<file path="src/rtl/ram_display_controller.sv">
// Button-driven RAM editor: edge-detected buttons step an address, store switch data or
// sweep-clear the RAM; the word at the current address is scanned onto hex 7-segment digits.
module ram_display_controller #(
  parameter int DATA_W   = 16,
  parameter int ADDR_W   = 4,
  parameter int DIGITS   = DATA_W / 4,
  parameter int WRAP     = 1,
  parameter int SCAN_DIV = 100000
) (
  input  logic              clk,
  input  logic              rst_n,
  input  logic              storeButton,
  input  logic              upButton,
  input  logic              downButton,
  input  logic              clearButton,
  input  logic [DATA_W-1:0] sw,
  output logic [ADDR_W-1:0] led,
  output logic [6:0]        SSD_LED_out,
  output logic [DIGITS-1:0] Anode_Activate,
  output logic              busy
);

  localparam int DEPTH  = 2 ** ADDR_W;
  localparam int SCAN_W = $clog2(SCAN_DIV);
  localparam int DIG_W  = (DIGITS > 1) ? $clog2(DIGITS) : 1;
  localparam logic [ADDR_W-1:0] ADDR_MAX = ADDR_W'(DEPTH - 1);

  typedef enum logic {ST_IDLE, ST_CLEAR} state_t;

  state_t              r_state, w_state_next;
  logic [ADDR_W-1:0]   r_addr, w_addr_next;
  logic [ADDR_W-1:0]   r_clr_addr, w_clr_addr_next;
  logic [3:0]          r_btn_prev;
  logic                r_armed;
  logic [3:0]          w_btn, w_edge;
  logic                w_we;
  logic [ADDR_W-1:0]   w_waddr;
  logic [DATA_W-1:0]   w_wdata;
  logic [DATA_W-1:0]   r_mem [DEPTH];
  logic [DATA_W-1:0]   r_rdata;
  logic [SCAN_W-1:0]   r_scan_cnt;
  logic [DIG_W-1:0]    r_digit;
  logic [3:0]          w_nibbles [DIGITS];
  logic [3:0]          w_nibble;

  // r_armed suppresses edges on the first cycle after reset so held buttons only seed history.
  assign w_btn  = {clearButton, downButton, upButton, storeButton};
  assign w_edge = r_armed ? (w_btn & ~r_btn_prev) : 4'b0000;

  always_ff @(posedge clk or negedge rst_n) begin
    if (!rst_n) begin
      r_btn_prev <= 4'b0000;
      r_armed    <= 1'b0;
    end else begin
      r_btn_prev <= w_btn;
      r_armed    <= 1'b1;
    end
  end

  always_ff @(posedge clk or negedge rst_n) begin
    if (!rst_n) begin
      r_state    <= ST_IDLE;
      r_addr     <= '0;
      r_clr_addr <= '0;
    end else begin
      r_state    <= w_state_next;
      r_addr     <= w_addr_next;
      r_clr_addr <= w_clr_addr_next;
    end
  end

  always_comb begin
    w_state_next    = r_state;
    w_addr_next     = r_addr;
    w_clr_addr_next = r_clr_addr;
    w_we            = 1'b0;
    w_waddr         = r_addr;
    w_wdata         = sw;
    case (r_state)
      ST_IDLE: begin
        if (w_edge[3]) begin
          w_state_next    = ST_CLEAR;
          w_clr_addr_next = '0;
        end else begin
          w_we = w_edge[0];
          if (w_edge[1] && !w_edge[2]) begin
            if (r_addr == ADDR_MAX) w_addr_next = (WRAP != 0) ? '0 : r_addr;
            else                    w_addr_next = r_addr + ADDR_W'(1);
          end else if (w_edge[2] && !w_edge[1]) begin
            if (r_addr == '0) w_addr_next = (WRAP != 0) ? ADDR_MAX : r_addr;
            else              w_addr_next = r_addr - ADDR_W'(1);
          end
        end
      end
      ST_CLEAR: begin
        w_we            = 1'b1;
        w_waddr         = r_clr_addr;
        w_wdata         = '0;
        w_clr_addr_next = r_clr_addr + ADDR_W'(1);
        if (r_clr_addr == ADDR_MAX) w_state_next = ST_IDLE;
      end
      default: w_state_next = ST_IDLE;
    endcase
  end

  // RAM contents deliberately survive reset; only the read register is cleared.
  always_ff @(posedge clk) begin
    if (w_we) r_mem[w_waddr] <= w_wdata;
  end

  always_ff @(posedge clk or negedge rst_n) begin
    if (!rst_n) r_rdata <= '0;
    else        r_rdata <= r_mem[r_addr];
  end

  always_ff @(posedge clk or negedge rst_n) begin
    if (!rst_n) begin
      r_scan_cnt <= '0;
      r_digit    <= '0;
    end else if (r_scan_cnt == SCAN_W'(SCAN_DIV - 1)) begin
      r_scan_cnt <= '0;
      r_digit    <= (r_digit == DIG_W'(DIGITS - 1)) ? '0 : r_digit + DIG_W'(1);
    end else begin
      r_scan_cnt <= r_scan_cnt + SCAN_W'(1);
    end
  end

  genvar gi;
  generate
    for (gi = 0; gi < DIGITS; gi++) begin : g_digit
      assign w_nibbles[gi]      = r_rdata[4*gi +: 4];
      assign Anode_Activate[gi] = (r_digit != DIG_W'(gi));
    end
  endgenerate

  assign w_nibble = w_nibbles[r_digit];

  always_comb begin
    SSD_LED_out = 7'b1111111;
    case (w_nibble)
      4'h0: SSD_LED_out = 7'b1000000;
      4'h1: SSD_LED_out = 7'b1111001;
      4'h2: SSD_LED_out = 7'b0100100;
      4'h3: SSD_LED_out = 7'b0110000;
      4'h4: SSD_LED_out = 7'b0011001;
      4'h5: SSD_LED_out = 7'b0010010;
      4'h6: SSD_LED_out = 7'b0000010;
      4'h7: SSD_LED_out = 7'b1111000;
      4'h8: SSD_LED_out = 7'b0000000;
      4'h9: SSD_LED_out = 7'b0010000;
      4'hA: SSD_LED_out = 7'b0001000;
      4'hB: SSD_LED_out = 7'b0000011;
      4'hC: SSD_LED_out = 7'b1000110;
      4'hD: SSD_LED_out = 7'b0100001;
      4'hE: SSD_LED_out = 7'b0000110;
      4'hF: SSD_LED_out = 7'b0001110;
      default: SSD_LED_out = 7'b1111111;
    endcase
  end

  assign led  = r_addr;
  assign busy = (r_state == ST_CLEAR);

endmodule

</file>
<file path="config.mk">
export PLATFORM = sky130hd
export DESIGN_NAME = ram_display_controller
export DESIGN_NICKNAME = d
export VERILOG_FILES = /design/src/rtl/ram_display_controller.sv
export SDC_FILE = /design/constraint.sdc
export NUM_CORES = 1
export LEC_CHECK = 0
export BUFFER_PORTS_ARGS = -buffer_cell sky130_fd_sc_hd__buf_2
export CAP_MARGIN = 5
export CORE_MARGIN = 4
export CORE_UTILIZATION = 66
export DETAILED_ROUTE_END_ITERATION = 10
export GPL_TIMING_DRIVEN = 0
export PLACE_DENSITY_LB_ADDON = 0.3
export SYNTH_ARGS = -nofsm -noshare
export SYNTH_HDL_FRONTEND = slang
export SYNTH_SLANG_ARGS = --single-unit
</file>
<file path="constraint.sdc">
create_clock -name clk -period 6.3 [get_ports clk]
set_clock_uncertainty 0.15 [all_clocks]
set_input_delay 0.63 -clock clk [delete_from_list [all_inputs] [get_ports clk]]
set_output_delay 0.63 -clock clk [all_outputs]
set_load 0.005 [all_outputs]
</file>
==> metrics.csv <==
metric,value,unit
global routing usage on met1,0.384,
final core utilization,0.778,
maximum vdd ir drop,0.331,mV
met3 Use GR,0.0638,
per-cell via count in the routed design,6.94,
WP data required,5520,ps
Peak Freq,295,MHz
overflow left after global routing,0,
hold-fix buffer count after cts,0,
"CP delay by family, top",multiplexers,
Iteration-0 DRC Markers,939,
startpoint type of the worst setup path,flop,
Total Wirelength,29.1,mm
most heavily used metal layer in global routing,met2,
effective utilization at floorplan,0.680,
startpoint of the lowest-slack register-to-register path,led[1],
met2 track demand over resource in global routing,0.500,
clock edge transition at the registers on the reported setup and hold paths,70,ps
Worst setup endpoint,SSD_LED_out[3],
data arrival time of the worst path,2610,ps
total negative setup slack,0,ps
DIE AREA,21000,um^2
Mapped Avg Cell Area,19.8,um^2
number of top-level design ports,38,
power density relative to cell area,489,nW/um^2
deepest level of the CTS H-tree,1,
startpoint-to-endpoint class of the critical path,flop to output pin,
initial antenna violation count,0,
global-route wire length before repair,43.9,mm
number of cell instances on the worst register-to-register path,7,
number of placement rows,49,
longest individual stage delay on the worst path,580,ps
worst setup path startpoint,r_digit[0],
fin. max-slew vios,0,
# DRC,0,
DP Wirelength,17.6,mm
post-synth net total,661,
slew at the pin closest to its max-slew limit,1140,ps
maximum fanout along the worst path,6,
most common library cell in the layout ignoring fill and taps,sky130_fd_sc_hd__edfxtp_1,
number of flops mapped to enable cells by yosys,256,
synthesized netlist cell count,624,
area of all placed cells without fillers,14100,um^2
number of synthesized register bits,305,
die span in x,145,um
minimum setup slack in the final design,2910,ps
worst slack at placement,3140,ps
worst path buffer plus inverter count,4,
library cells used by synthesis,50,
average routed wire per standard cell,30.3,um
instance area after placement,13100,um^2
leakage power of the design,4.90,nW
capturing point of the worst reg2reg path,r_mem[10][10],
buffer count from post-CTS setup fixing,0,
count of vias placed by the detailed router,6651,
Worst R2R Setup Slack,2920,ps
Buffers on Ports,37,
number of gates resized after cts,0,
result of the run,"complete, no violations",
sequential area share after synthesis,0.722,
post-synthesis async set-or-reset flop share,0.161,
unrepaired setup endpoints after global routing,false,
worst slew margin relative to its limit,0.243,
number of warnings reported in the yosys synthesis log,0,
last weighted congestion value of the routability-driven placer,0.893,
"leading cell types in the layout, fill and taps excluded","sky130_fd_sc_hd__edfxtp_1, sky130_fd_sc_hd__mux4_2, sky130_fd_sc_hd__dfrtp_1",
antenna diode count,0,
TritonCTS buffer count,28,
final hold violation count,0,
power after layout,6.91,mW
Final nets,744,
"Clk Latency, worst-skew pair",550,ps
total global routing track utilization,0.293,
# clock sinks,305,
first-pass iteration count of the detailed router,6,
count of nets left with antenna violations after detail routing,0,
sequence of cells on the critical path,buf_6 > mux4_2 > inv_1 > ha_1 > inv_1 > mux4_2 > buf_2,
non-filler instance count after layout,958,
CP Capture Type,output pin,
largest net degree at the start of global routing,50,
path length in cells of the critical path,7,
critical-path cell with the highest stage delay,sky130_fd_sc_hd__mux4_2,
final critical path time including I/O delays and setup,3390,ps
share of the cycle needed by the critical path after routing,0.538,
placed cells,906,
CTS Root Buffer Type,sky130_fd_sc_hd__clkbuf_16,
synthesized cell area,12300,um^2
TritonCTS clock tree,built,
fraction of final layout cells sized beyond drive strength 1,0.267,
height of the die,145,um
vias in the first global route,6908,
area growth from synthesis to layout,14.4,%
maximum capacitance violations,0,
path category of the worst min-delay check,input port to flop,
Longest Clk Path Bufs,3,
area of the core region,18100,um^2
final setup violation count,0,
Post-Route Hold Slack,65.3,ps
Synth Flop Type,sky130_fd_sc_hd__edfxtp_1,
[flip-flops by register name (all words and copies together), names as in the netlist]
register,flops
r_mem,256
r_scan_cnt,17
r_rdata,16
led,4
r_btn_prev,4
r_clr_addr,4
r_digit,2
busy,1
r_armed,1
[logic make-up (layout without fill, tap and decap cells)]
group | Yosys count | after routing | share of synthesized area
AOI/OAI and AO/OA | 39 | 39 | 0.0196
xor gates and xnor gates | 16 | 16 | 0.0114
adders and majority gates | 15 | 15 | 0.0152
buffers and inverters | 47 | 152 | 0.0196
DFF | 305 | 305 | 0.722
muxes | 90 | 90 | 0.166
other | 1 | 1 | 0.000304
and+or+nand+nor | 111 | 111 | 0.0459
[power by group]
| part | internal, mW | switching (mW) |
|---|---|---|
| clock | 1.10 | 0.732 |
| combinational | 0.952 | 1.22 |
| sequential | 2.73 | 0.180 |
| total | 4.78 | 2.13 |
[area by class of cell]
class | instances | area (um^2)
sequential | 305 | 8910
buffer | 30 | 178
fill | 890 | 4030
tap | 229 | 287
clock buffer | 38 | 758
clock inverter | 14 | 246
inverter | 17 | 63.8
timing repair buffer | 53 | 448
multi-input combinational | 272 | 3230
[worst min path at each step]
| stage | depth (start not counted) | startpoint | slack (ps) | to |
|---|---|---|---|---|
| after floorplan | 0 | rst_n | 180 | busy |
| after global placement | 1 | r_scan_cnt[0] | 320 | r_scan_cnt[0] |
| after detailed placement | 1 | r_scan_cnt[0] | 330 | r_scan_cnt[0] |
| after CTS | 1 | clearButton | 50 | r_btn_prev[3] |
| after global routing | 1 | clearButton | 50 | r_btn_prev[3] |
| final | 1 | downButton | 70 | r_btn_prev[2] |
[cells in the mapped netlist (7+ instances only)]
cell type                  count  area (um^2)
sky130_fd_sc_hd__inv_1        17         63.8
sky130_fd_sc_hd__dfrtp_1      49         1230
sky130_fd_sc_hd__ha_1         15          188
sky130_fd_sc_hd__mux4_2       64         1440
sky130_fd_sc_hd__o21ai_0      11         55.1
sky130_fd_sc_hd__clkbuf_1     16         60.1
sky130_fd_sc_hd__nor2_1       30          113
sky130_fd_sc_hd__nand4_1       7         43.8
sky130_fd_sc_hd__edfxtp_1    256         7690
sky130_fd_sc_hd__xnor2_1      12          105
sky130_fd_sc_hd__mux4_1       21          552
sky130_fd_sc_hd__a21oi_1      11         55.1
sky130_fd_sc_hd__nor3_1        9         45.0
sky130_fd_sc_hd__buf_6         7         78.8
sky130_fd_sc_hd__nor2b_1      18          113
sky130_fd_sc_hd__nand2_1      21         78.8
sky130_fd_sc_hd__nand3_1       7         35.0
[worst register-to-register path, stage by stage, from the launching register on]
cell                       delay, ps
sky130_fd_sc_hd__dfrtp_1         370
sky130_fd_sc_hd__clkbuf_1        330
sky130_fd_sc_hd__clkbuf_1        600
sky130_fd_sc_hd__inv_1           200
sky130_fd_sc_hd__nor3_1          230
sky130_fd_sc_hd__o21ai_0         310
sky130_fd_sc_hd__nor2_2          640
sky130_fd_sc_hd__buf_6           250
[metal layers]
metal / wire, um / share of wire
met1: 10300 / 0.35
met2: 15000 / 0.52
met3: 2730 / 0.094
met4: 987 / 0.034
met5: 0 / 0
No activity file was read; power rests on OpenSTA's default activity.
